## src/rtl/demux1by8_1bit_deser.sv

```systemverilog
// demux1by8_1bit_deser
// Sequential 1-to-8 demultiplexing deserializer. One serial bit is taken per
// din handshake and steered into a capture slot chosen by a free-running
// 3-bit slot counter. On the 8th bit the completed word is loaded into a
// registered, back-pressured output port. The slot counter is exported so a
// transmit-side 8-to-1 mux can be driven in lockstep.
//
// Configuration macro: DEMUX_BITREV_EN
//   defined   : arrival k lands in slot {k[0],k[1],k[2]} (bit-reversed)
//   undefined : arrival k lands in slot k
//
// Ports:
//   clk         in   clock, rising edge
//   rst         in   asynchronous active-high reset
//   clr         in   synchronous abort of the partial frame
//   din         in   serial data bit
//   din_valid   in   din is valid this cycle
//   din_ready   out  block can accept din this cycle (combinational)
//   op[2:0]     out  slot counter = index of the next bit to be accepted
//   dout[7:0]   out  assembled word
//   dout_valid  out  dout holds an unconsumed word
//   dout_ready  in   downstream consumes dout this cycle
module demux1by8_1bit_deser (
    input  logic       clk,
    input  logic       rst,
    input  logic       clr,
    input  logic       din,
    input  logic       din_valid,
    output logic       din_ready,
    output logic [2:0] op,
    output logic [7:0] dout,
    output logic       dout_valid,
    input  logic       dout_ready
);

    logic [2:0] op_q,         op_d;
    logic [7:0] cap_q,        cap_d;
    logic [7:0] dout_q,       dout_d;
    logic       dout_valid_q, dout_valid_d;
    logic [7:0] cap_merged;
    logic       accept;

    // Slot placement for the bit arriving at counter value idx.
    function automatic logic [2:0] slot_map(input logic [2:0] idx);
`ifdef DEMUX_BITREV_EN
        // op[2] is the least significant select bit on the transmit mux.
        return {idx[0], idx[1], idx[2]};
`else
        return idx;
`endif
    endfunction

    // Only the 8th bit can stall: it needs the output register free (or
    // being consumed on the same edge). Bits 0..6 only touch the capture
    // register, so they keep flowing while a finished word waits.
    assign din_ready = ~((op_q == 3'd7) & dout_valid_q & ~dout_ready);
    assign accept    = din_valid & din_ready;

    always_comb begin
        cap_merged                 = cap_q;
        cap_merged[slot_map(op_q)] = din;

        op_d         = op_q;
        cap_d        = cap_q;
        dout_d       = dout_q;
        dout_valid_d = dout_valid_q;

        if (dout_valid_q && dout_ready) begin
            dout_valid_d = 1'b0;
        end

        // clr beats a same-cycle accept; the output side is left alone.
        // Load is evaluated after consume so a simultaneous load and
        // consume keeps dout_valid high with the new word.
        if (clr) begin
            op_d  = 3'd0;
            cap_d = 8'h00;
        end else if (accept) begin
            cap_d = cap_merged;
            op_d  = op_q + 3'd1;
            if (op_q == 3'd7) begin
                dout_d       = cap_merged;
                dout_valid_d = 1'b1;
            end
        end
    end

    always_ff @(posedge clk or posedge rst) begin
        if (rst) begin
            op_q         <= 3'd0;
            cap_q        <= 8'h00;
            dout_q       <= 8'h00;
            dout_valid_q <= 1'b0;
        end else begin
            op_q         <= op_d;
            cap_q        <= cap_d;
            dout_q       <= dout_d;
            dout_valid_q <= dout_valid_d;
        end
    end

    assign op         = op_q;
    assign dout       = dout_q;
    assign dout_valid = dout_valid_q;

endmodule

```

## config.mk

```make
export PLATFORM = sky130hd
export DESIGN_NAME = demux1by8_1bit_deser
export DESIGN_NICKNAME = d
export VERILOG_FILES = /design/src/rtl/demux1by8_1bit_deser.sv
export SDC_FILE = /design/constraint.sdc
export NUM_CORES = 1
export LEC_CHECK = 0
export CORE_MARGIN = 2
export CORE_UTILIZATION = 45
export DETAILED_ROUTE_END_ITERATION = 8
export HOLD_SLACK_MARGIN = 0.02
export PLACE_DENSITY_LB_ADDON = 0.1
export SYNTH_ARGS = -nofsm -noshare
export SYNTH_HDL_FRONTEND = slang
export SYNTH_SLANG_ARGS = --single-unit
```

## constraint.sdc

```tcl
create_clock -name clk -period 1.5 [get_ports clk]
set_input_delay 0.225 -clock clk [delete_from_list [all_inputs] [get_ports clk]]
set_output_delay 0.225 -clock clk [all_outputs]
set_load 0.03 [all_outputs]
```

==> summary.md <==
| Metric | Value |
|---|---|
| Fin nets | `117` |
| Synth cell types | `20` |
| Routability Congestion | `0.702` |
| Synthesized cell area | `approximately 1000 um2` |
| # setup viols final | `1` |
| Flop2flop setup slack | `30 ps` |
| Worst Path Buf+Inv | `1` |
| Largest net degree at the start of global routing | `21` |
| Final Skew | `3.29 ps` |
| Total CTS buffers | `3` |
| CP Max Fanout | `4` |
| ANT cells | `0` |
| Total wire length | `approximately 2.0 mm` |
| Critical Path End | `din_ready` |
| Cell family with most CP delay | `flip-flops` |
| R2r worst-path depth | `5` |
| Crit share post-route | `103%` |
| Rows | `17` |
| Die ar. | `2620 um2` |
| Syn Area/Cell | `12.7 um2` |
| Vias in the first global route | `708` |
| P per Cell Area | `744 nW/um2` |
| Worst r2r src | `op[1]$_DFFE_PP0P_` |
| Layout area overhead | `37.9%` |
| Slew headroom | `77.4%` |
| Yosys reg bits | `20` |
| Grt ovf | `0` |
| CTS tree | `done` |
| Total GRT Usage | `17.1%` |
| Wirelength per Cell | `14.5 um` |
| Final core utilization | `64.2%` |
| Global-route wire length before repair | `3.31 mm` |
| Synth warnings | `0` |
| Crit path DAT | `about 1300 ps` |
| Fin crit period | `about 1500 ps` |
| I/O pins | `19` |
| Mapped Cells | `79` |
| DIE WIDTH | `roughly 50 um` |
| Syn_nets | `slightly below 90` |
| Htree depth | `1` |
| Vias post-DR | `704` |
| Reg clk slew, reported paths | `120 ps` |
| Kind of critical path | `flip-flop to output port` |
| Crit-path most repeated cell | `ha_4` |
| Tot Pwr | `1.03 mW` |
| Post-detail-place hpwl | `1.37 mm` |
| Cell depth of the worst setup path | `4` |
| DR pass1 iterations | `4` |
| CTS root buf | `clkbuf_4` |
| Post-route DRC | `0` |
| Worst-skew pair later-pin latency | `300 ps` |
| DRT antenna net count | `0` |
| Die span in y | `51.2 um` |
| Worst Setup SP | `op[1]$_DFFE_PP0P_` |
| DR iter-0 viols | `10` |
| Setup crit end kind | `output port` |
| Port Buffers | `18` |
| Worst Max-Slew Pin Slew | `338 ps` |
| Max-cap viol count | `0` |
| Max incr delay on CP | `450 ps` |
| Violated checks | `setup timing` |
| RSZ-0062 raised after global routing | `true` |
| Clock buffer depth | `2` |
| Initial Util | `46.6%` |
| Setup ws final | `-46.8 ps` |
| Status | `finished with violations` |
| Layout cells sized above 1 | `around a third` |
| Sequential area share after synthesis | `50.0%` |
| Worst Hold Class | `primary input to async pin` |
| DR vias/cell | `5.18` |
| Worst path slowest cell | `dfrtp_2` |
| Max-slew violations | `0` |
| Leakage | `about 0.68 nW` |
| Core area | `~2100 um2` |
| R2R Path End | `cap_q[5]$_DFFE_PP0P_` |
| Fin. Hold Viols | `0` |
| Max Fclk | `646 MHz` |
| Hold buffers post-CTS | `0` |
| Initial antenna violation count | `0` |
| Clk sinks | `20` |
| Max IR drop VDD | `0.000489 V` |
| Worst-path cell chain | `ha_4, ha_4, nand3b_4, buf_6` |
| CP Data Required Time | `1270 ps` |
| Worst setup SP type | `flip-flop` |
-- area by class of cell --
class	instances	area, um2
repair buffers	30	268
flip-flops and latches	20	503
multi-input cells	44	500
clock buffers	4	36.3
fillers	185	768
well taps	28	35.0
inverters	10	37.5
-- power breakdown --
part | switching (mW) | internal (mW) | total (mW)
logic | 0.0784 | 0.0691 | 0.147
registers | 0.00827 | 0.550 | 0.558
clock network | 0.173 | 0.148 | 0.321
-- kinds of logic after synthesis --
logic type | share of synthesized area, %
flip-flops | 50.0
multiplexers | 18.1
buffers and inverters | 7.13
AO/OA/AOI/OAI | 11.4
AND/OR/NAND/NOR | 10.9
adder cells (fa/ha/maj) | 2.50
-- synth_stat cells --
library cell	instances	area, um2
dfrtp_1	20	500
mux2i_1	14	140
inv_1	10	37.5
o2bb2ai_1	7	61.3
buf_4	4	30.0
nand3b_1	4	30.0
a22o_1	3	26.3
nor3b_1	3	22.5
ha_1	2	25.0
mux2_4	2	30.0
a21oi_1	1	5.00
a21oi_4	1	16.3
and3b_2	1	10.0
clkbuf_1	1	3.75
mux2_2	1	11.3
nand3_2	1	10.0
nand3b_2	1	11.3
nand3b_4	1	20.0
nor3_1	1	5.00
o21ai_0	1	5.00
-- per-stage QoR --
stage | cells | instance area (um2) | hold slack [ps] | TNS, ps | setup slack (ps)
after floorplan | 79 | 1040 | 189 | -153 | -78.5
after global placement | 130 | 1290 | 470 | -365 | -75.9
after CTS | 136 | 1350 | 237 | -59.5 | -59.5
final | 136 | 1380 | 234 | -46.8 | -46.8
after global routing | 136 | 1380 | 258 | -185 | -99.5
after detailed placement | 130 | 1290 | 477 | -790 | -112
-- worst min-delay path by stage --
stage	slack [ps]	endpoint	cells after the start	start
floorplan	190	cap_q[0]$_DFFE_PP0P_	1	rst
global placement	470	cap_q[5]$_DFFE_PP0P_	1	cap_q[5]$_DFFE_PP0P_
detailed placement	480	cap_q[4]$_DFFE_PP0P_	1	cap_q[4]$_DFFE_PP0P_
CTS	240	cap_q[2]$_DFFE_PP0P_	3	rst
global route	260	cap_q[2]$_DFFE_PP0P_	3	rst
finish	230	cap_q[2]$_DFFE_PP0P_	3	rst
-- repair_timing --
item / CTS / global route
endpoints found under the setup margin: 24 / 12
pin swaps: 2 / 2
buffers inserted: 2 / 0
gates resized for setup: 15 / 7
-- placed cells by master (no fill, tap or decap) --
master / synthesis / routed
dlygate4sd2_1: 0 / 12
mux2_2: 1 / 1
o2bb2ai_1: 7 / 6
a21oi_4: 1 / 2
mux2_4: 2 / 2
clkbuf_4: 0 / 3
dfrtp_2: 0 / 2
clkbuf_8: 0 / 1
inv_1: 10 / 10
nor3_2: 0 / 1
clkdlybuf4s50_1: 0 / 5
a22o_1: 3 / 3
nor3b_2: 0 / 3
ha_4: 0 / 2
mux2i_1: 14 / 14
dfrtp_1: 20 / 18
nand3b_4: 1 / 2
buf_6: 0 / 4
buf_4: 4 / 9
nand3_2: 1 / 1
o21ai_0: 1 / 1
and3b_2: 1 / 1
nand3b_1: 4 / 4
o2bb2ai_2: 0 / 1
-- metal layers --
metal	part of all wire, %	vias up	wire length [um]	global-route usage, %
met5	0	-	0	0
met4	0.71	0	14	5.41
met1	45	349	889	22.6
met3	3.0	2	60	3.80
li1	-	337	-	-
met2	51	16	1010	27.7
-- worst reg2reg max path, cell delays in order, from the launching register on --
cell	delay, ps
dfrtp_2	450
ha_4	170
ha_4	170
nand3b_4	100
nand3b_1	260
o2bb2ai_1	250
-- flip-flops by register name, summed over array words and instances, names as in the netlist --
register,count
op,3
dout,8
cap_q,8
dout_valid,1
(Power assumes the default switching activity.)
